### config.mk
export PLATFORM = sky130hd
export DESIGN_NAME = packet_rr_arbiter
export DESIGN_NICKNAME = d
export VERILOG_FILES = /design/src/rtl/packet_rr_arbiter.sv
export SDC_FILE = /design/constraint.sdc
export NUM_CORES = 1
export LEC_CHECK = 0
export ABC_AREA = 1
export ABC_CLOCK_PERIOD_IN_PS = 1400
export CORE_MARGIN = 2
export CORE_UTILIZATION = 45
export CTS_BUF_LIST = sky130_fd_sc_hd__clkbuf_8
export DETAILED_ROUTE_END_ITERATION = 10
export GPL_TIMING_DRIVEN = 1
export PLACE_DENSITY = 0.76
export SYNTH_ARGS = -nofsm -noshare
export SYNTH_HDL_FRONTEND = slang
export SYNTH_SLANG_ARGS = --single-unit
### constraint.sdc
create_clock -name clk_i -period 1.4 [get_ports clk_i]
set_input_delay 0.21 -clock clk_i [delete_from_list [all_inputs] [get_ports clk_i]]
set_output_delay 0.21 -clock clk_i [all_outputs]
set_load 0.1 [all_outputs]
### src/rtl/packet_rr_arbiter.sv
// Packet-level round-robin arbiter: a winner holds its grant until it pulses its own fin bit,
// then the next requester is picked starting just after the last winner.
module packet_rr_arbiter #(
    parameter int unsigned N = 4
) (
    input  logic         clk_i,
    input  logic         rst_i,
    input  logic [N-1:0] req_i,
    input  logic [N-1:0] fin_i,
    input  logic         ready_i,
    output logic [N-1:0] grant_o
);

    localparam int unsigned PtrW = (N > 1) ? $clog2(N) : 1;

    typedef enum logic [0:0] {StIdle, StBusy} state_e;

    state_e         state_q;
    logic [PtrW-1:0] ptr_q;
    logic [N-1:0]    grant_q;

    logic            win_valid;
    logic [PtrW-1:0] win_idx;
    int unsigned     cand;

    // Search ptr+1 .. ptr+N so the last winner is considered last, not skipped.
    always_comb begin
        win_valid = 1'b0;
        win_idx   = ptr_q;
        cand      = 0;
        for (int unsigned i = 1; i <= N; i++) begin
            cand = (32'(ptr_q) + i) % N;
            if (!win_valid && req_i[PtrW'(cand)]) begin
                win_valid = 1'b1;
                win_idx   = PtrW'(cand);
            end
        end
    end

    always_ff @(posedge clk_i) begin
        if (rst_i) begin
            state_q <= StIdle;
            ptr_q   <= PtrW'(N - 1);
            grant_q <= '0;
        end else begin
            unique case (state_q)
                StIdle: begin
                    if (ready_i && win_valid) begin
                        grant_q <= {{(N-1){1'b0}}, 1'b1} << win_idx;
                        ptr_q   <= win_idx;
                        state_q <= StBusy;
                    end
                end
                StBusy: begin
                    // Only the granted index may end the packet.
                    if (|(fin_i & grant_q)) begin
                        grant_q <= '0;
                        state_q <= StIdle;
                    end
                end
            endcase
        end
    end

    assign grant_o = grant_q;

endmodule

==> results of run 1 <==
[what timing repair did]
item                       in CTS  in global routing
setup endpoints to repair       7                  7
gates cloned                    1                  0
pin swaps                      18                  4
resized for setup              34                 12
buffers inserted                4                  0
[area by class of cell]
| cell class | instances | area [um2] | area share |
|---|---|---|---|
| clock buffers | 3 | 41.3 | 0.0353 |
| clock inverters | 1 | 3.75 | 0.00321 |
| inverters | 7 | 36.3 | 0.0310 |
| multi-input cells | 85 | 584 | 0.499 |
| flip-flops and latches | 7 | 153 | 0.130 |
| well taps | 15 | 18.8 | 0.0160 |
| repair buffers | 34 | 333 | 0.284 |
[cells by family (layout without fill, tap and decap cells)]
logic type	Yosys count	in the layout
buf+inv	9	45
flops	7	7
simple gates	68	69
compound gates	16	16
[metrics by stage]
step / hold slack, ps / setup slack, ps
floorplan: 272 / 3.52
global placement: 478 / -350
detailed placement: 494 / -434
CTS: 500 / -115
global route: 533 / -285
finish: 522 / -207
[sequential cells by signal, summed over array words and instances, names as in the netlist]
| name | count |
|---|---|
| ptr_q | 2 |
| state_q | 1 |
| grant_o | 4 |
[metal layers]
metal	up-vias	track usage	routed length [um]
li1	400	-	-
met1	407	0.326	946
met2	47	0.625	1480
met3	18	0.0543	129
met4	0	0.210	175
met5	-	0	0
[placed cells by master (no fill, tap or decap), types with 2 or more instances in the layout]
master and count:
a21oi_1 6, inv_1 5, nor2_4 2, nand3_4 3, o21ai_1 2, a22o_1 2
clkdlybuf4s50_1 6, dfxtp_4 2, nand2_4 11, nand2_1 26, dfxtp_2 4, nand3_1 10
dlygate4sd2_1 3, clkbuf_8 3, buf_12 4, o21ai_0 3, buf_4 19, nand2_2 13
[power groups by stage]
stage                     Combinational, uW  Clock [uW]  Sequential (uW)
after global routing                   1890         305              370
after floorplan                         694           0              525
final                                  1790         293              368
after global placement                 1320           0              339
after CTS                              1580         290              361
after detailed placement               1350           0              346
[worst min-delay path by stage]
stage	slack [ps]	cells after the start	endpoint
finish	520	2	grant_o[0]
detailed placement	490	2	state_q
floorplan	270	1	grant_o[0]
global placement	480	2	state_q
CTS	500	2	state_q
global route	530	2	state_q
[worst max-delay path, delay by kind of cell, from the launching register on]
kind	cells	cell delay [ps]
buf+inv	2	160
flops	1	420
compound gates	2	320
simple gates	6	600
==> flow_summary.yaml, run 1 <==
run_status:
  status: "complete, but fails checks"
  violations: "negative setup slack"
drt:
  routed-via-count: 872
  viasPerCell: 5.74
  ant_nets: 0
  drtPass1Iterations: 4
  drc: 0
  avgRoutedWirePerCell_um: 17.9
  drtIter0Drc: 31
  wl_mm: 2.73
place:
  gp_congestion: 0.824
  dpl.cell_count: 143
  port_buffers: 14
  hpwl_mm: 1.44
  placed_area_um2: 933
synth:
  syn_avg_cell_area_um2: 6.22
  synth.largest_area_cell: "nand2_1"
  ys_async_sr_fraction: 0
  yosys-top-cells-count: "nand2_1 (42), nand3_1 (11), a21oi_1 (7), dfxtp_1 (7)"
  ys.flop_type: "dfxtp_1"
  synth_cells: 100
  synth_compound_area_frac: 0.151
  synthTopCellsByArea: "nand2_1 (25%), dfxtp_1 (23%), nand3_1 (8.9%)"
  synth_top_family_by_area: "simple AND/OR/NAND/NOR gates"
  muxShareOfSynthArea: 0
  synth_edf_count: 0
  ys_ff_latch: 7
  synth_cell_types: 19
  synthAdderAreaFrac: 0
  synth-simple-area-share: 0.551
  synth_top_area_frac: 0.254
  seq_area_frac_synth: 0.225
  synth_fp_nets: 111
  yosysMostFrequentCell: "nand2_1"
  yosys_warnings: 0
  netlist_area_um2: 622
  synth_xor_area_frac: 0
cts:
  cts_tree: "yes"
  cts.clk_slew.worst_paths_ps: 40
  cts_max_path_buffers: 2
  hold_buffers: 0
  h-tree-depth: 1
  worstSkewPairLatency_ps: 240
  numCtsBuffers: 3
  cts.sinks: 7
  cts_root_buf: "clkbuf_8"
floorplanning:
  die_width_um: 41.2
  coreArea_mm2: 0.00130
  pin_count: 15
  start_util: 0.478
  fp.dieH_um: 41.2
  die_area_mm2: 0.00170
  rows: 13
sta:
  rsz0062_at_grt: "yes"
  setup_viol: 7
  fmax_mhz: 622
  hold_violations: 0
  setup_ws_ps: -207
  tightest_slew_ps: 320
  setup-tns-final_ps: -1050
  fin_crit_ps: 1610
  post-route-period-util: 1.15
  worst_clock_skew_ps: 1.44
  slew_viol_final: 0
  relSlewSlack: 0.786
setup_path:
  critPathMaxStageDelay_ps: 420
  reg2reg_to: "grant_o[3]"
  critPathCaptureType: "flop"
  cp-start-kind: "flop"
  cp_max_fo: 8
  critPathArrivalTime_ps: 1770
  reg2reg_from: "ptr_q[0]"
  worstSetupPathType: "flop to flop"
  crit_path_cell_trace: "inv_8 -> nand2_2 -> nand2_2 -> inv_2 -> nand2_1 -> o21ai_1 -> nand3_4 -> nand3_4 -> nand3_1 -> a21oi_2"
  endpoint: "grant_o[3]"
  startpoint: "ptr_q[0]"
  regToRegSetupSlack_ps: -210
  r2r_cells: 10
  cp.required_ps: 1560
  cpMaxStageDelayCell: "dfxtp_4"
finish:
  diodes: 0
  fin_cells: 152
  utilization: 0.899
  area.growth.synth_to_final_pct: 88.1
  n_fill_cell: 63
  layout.nets: 149
  drive_gt1_frac: 0.511
  final_area_mm2: 0.00117
global_route:
  grt_pass1_vias: 825
  grt_pass1_wl_mm: 3.53
  grt_max_degree: 9
  grtUsageTotal: 0.331
  antenna_found_initial: 0
  grt_overflow_total: 0
power:
  swShare: 0.521
  p_leak_uw: 0.000579
  p_total_uw: 2450
  power_density_mw_per_mm2: 2090
  ir_drop_v: 0.00117
  p_int_uw: 1170
  combinationalPowerShare: 0.730
  p_switching_uw: 1280
  p_clk_frac: 0.120
  pwr-share-seq: 0.150
min_path:
  hold_path_class: "flop to flop"
  worstHoldStart: "grant_o[0]"
run:
  drv_cap: 0
Power figures use the tool's default switching activity.
==> run 2: changes to the inputs <==
- SKIP_CTS_REPAIR_TIMING: not set -> 1
==> run 2 against run 1 <==
  * Clock power grew 1%
  * Core utilization shrank 0.38 points
  * Critical endpoint is now grant_o[1]
  * Register-to-register slack gained 50 ps
  * The run still ends with negative setup slack left
  * Global-route usage shrank 7.3 points
  * Flip-flop and latch count is the same
  * Critical path depth grew 2
  * Final area shrank 0.43%
  * Routed wire length shrank 11%
==> flow_summary.yaml, run 2 (same netlist as run 1, synthesis figures left out) <==
setup_path:
  critPathCaptureType: "flop"
  critPathTopFamily: "simple AND/OR/NAND/NOR gates"
  cp-start-kind: "flop"
  worstSetupPathType: "flop to flop"
  critPathMaxStageDelay_ps: 420
  critPathArrivalTime_ps: 1710
  path_depth: 12
  crit_path_cell_trace: "inv_8 -> nand2_4 -> nand2_4 -> nand2_4 -> nand2_4 -> nor2_8 -> nand2_4 -> inv_1 -> nand2_1 -> nand2_2 -> nand2_1 -> a21oi_1"
  cp_max_fo: 8
  cpMaxStageDelayCell: "dfxtp_4"
  cp.required_ps: 1560
  cp_common_cell: "nand2_4"
  crit_buf_inv: 2
  r2r_cells: 12
power:
  p_clk_frac: 0.124
  combinationalPowerShare: 0.721
  p_total_uw: 2390
  ir_drop_v: 0.00113
  p_leak_uw: 0.000591
  p_switching_uw: 1230
  swShare: 0.515
  p_int_uw: 1160
  pwr-share-seq: 0.155
  power_density_mw_per_mm2: 2060
drt:
  wl_mm: 2.42
  top_layer: "met4"
  drc: 0
  drtIter0Drc: 21
  wl_met3_um: 84
  avgRoutedWirePerCell_um: 16.1
  ant_nets: 0
  wl_met2_mm: 1.36
  wl_met1_um: 904
  drtPass1Iterations: 4
  viasPerCell: 5.54
  routed-via-count: 831
finish:
  layout.nets: 147
  layout_commonest_cell: "nand2_1"
  layout_common_cells: "nand2_1 (26), buf_4 (17), nand2_2 (12), nand2_4 (12), nand3_1 (10)"
  diodes: 0
  largest_register_ffs: 4
  final_area_mm2: 0.00116
  drive_gt1_frac: 0.504
  area.growth.synth_to_final_pct: 87.3
  fin_cells: 150
floorplanning:
  die_width_um: 41.2
  die_area_mm2: 0.00170
  pin_count: 15
  rows: 13
  fp.dieH_um: 41.2
  coreArea_mm2: 0.00130
  start_util: 0.478
sta:
  setup_viol: 6
  rsz0062_at_grt: "yes"
  setup_ws_ps: -157
  relSlewSlack: 0.811
  fin_crit_ps: 1560
  hold_violations: 0
  slew_viol_final: 0
  fmax_mhz: 642
  post-route-period-util: 1.11
  tightest_slew_ps: 283
  hold_ws_ps: 524
  worst_clock_skew_ps: 5.07
place:
  gp_congestion: 0.824
  port_buffers: 14
  dpl.cell_count: 143
  hpwl_mm: 1.44
  placed_area_um2: 933
global_route:
  grt_pass1_wl_mm: 2.76
  grt_pass1_vias: 700
  grt_max_degree: 12
  grt_overflow_total: 0
  grtUsageTotal: 0.257
  antenna_found_initial: 0
cts:
  cts_root_buf: "clkbuf_8"
  cts.sinks: 7
  cts_max_path_buffers: 2
  worstSkewPairLatency_ps: 240
  h-tree-depth: 1
  cts.clk_slew.worst_paths_ps: 40
  cts_tree: "yes"
  numCtsBuffers: 3
min_path:
  whs_path_depth: 2
  hold_path_class: "flop to flop"
run_status:
  violations: "negative setup slack"
  status: "complete, but fails checks"
run:
  drv_cap: 0
==> run 2: cell count changes in the layout (fill, tap and decap cells not counted), moves of 2 or more <==
cell	change
buf_4	-2
dlygate4sd2_1	-3
o21ai_2	+2
dlymetal6s2s_1	+2
==> run 2: metal layers <==
layer / vias to the layer above / track usage
met5: - / 0
met1: 398 / 0.256
met2: 29 / 0.480
li1: 395 / -
met4: 0 / 0.145
met3: 9 / 0.0598
==> run 2: final cells by class <==
type | instances | area, um2
fill | 64 | 136
timing repair buffer | 32 | 327
clock buffer | 3 | 41.3
multi-input combinational | 85 | 586
inverter | 7 | 36.3
sequential | 7 | 153
clock inverter | 1 | 3.75
tap | 15 | 18.8
==> run 2: metrics by stage <==
step                utilization  TNS [ps]  worst slack [ps]
floorplan                     -         0              3.52
finish                    0.895      -837              -157
global route              0.895     -1460              -255
CTS                       0.752     -2110              -385
detailed placement        0.717     -2710              -434
global placement          0.717     -2100              -350
==> run 2: worst min-delay path, cell delays in order (launching register included) <==
cell,delay (ps)
dfxtp_2,340
nand3_1,80
a21oi_1,60
==> run 2: final timing paths <==
kind              start          to  slack, ps
min          grant_o[2]  grant_o[2]        520
max            ptr_q[0]  grant_o[1]       -160
max reg2reg    ptr_q[0]  grant_o[1]       -160
min reg2reg  grant_o[2]  grant_o[2]        520
==> run 2: power by group through the flow <==
stage / registers [uW] / clock network (uW) / logic, uW
2_1_floorplan: 525 / 0 / 694
5_1_grt: 374 / 310 / 1840
6_report: 371 / 297 / 1730
3_5_place_dp: 346 / 0 / 1350
4_1_cts: 342 / 290 / 1360
3_3_place_gp: 339 / 0 / 1320
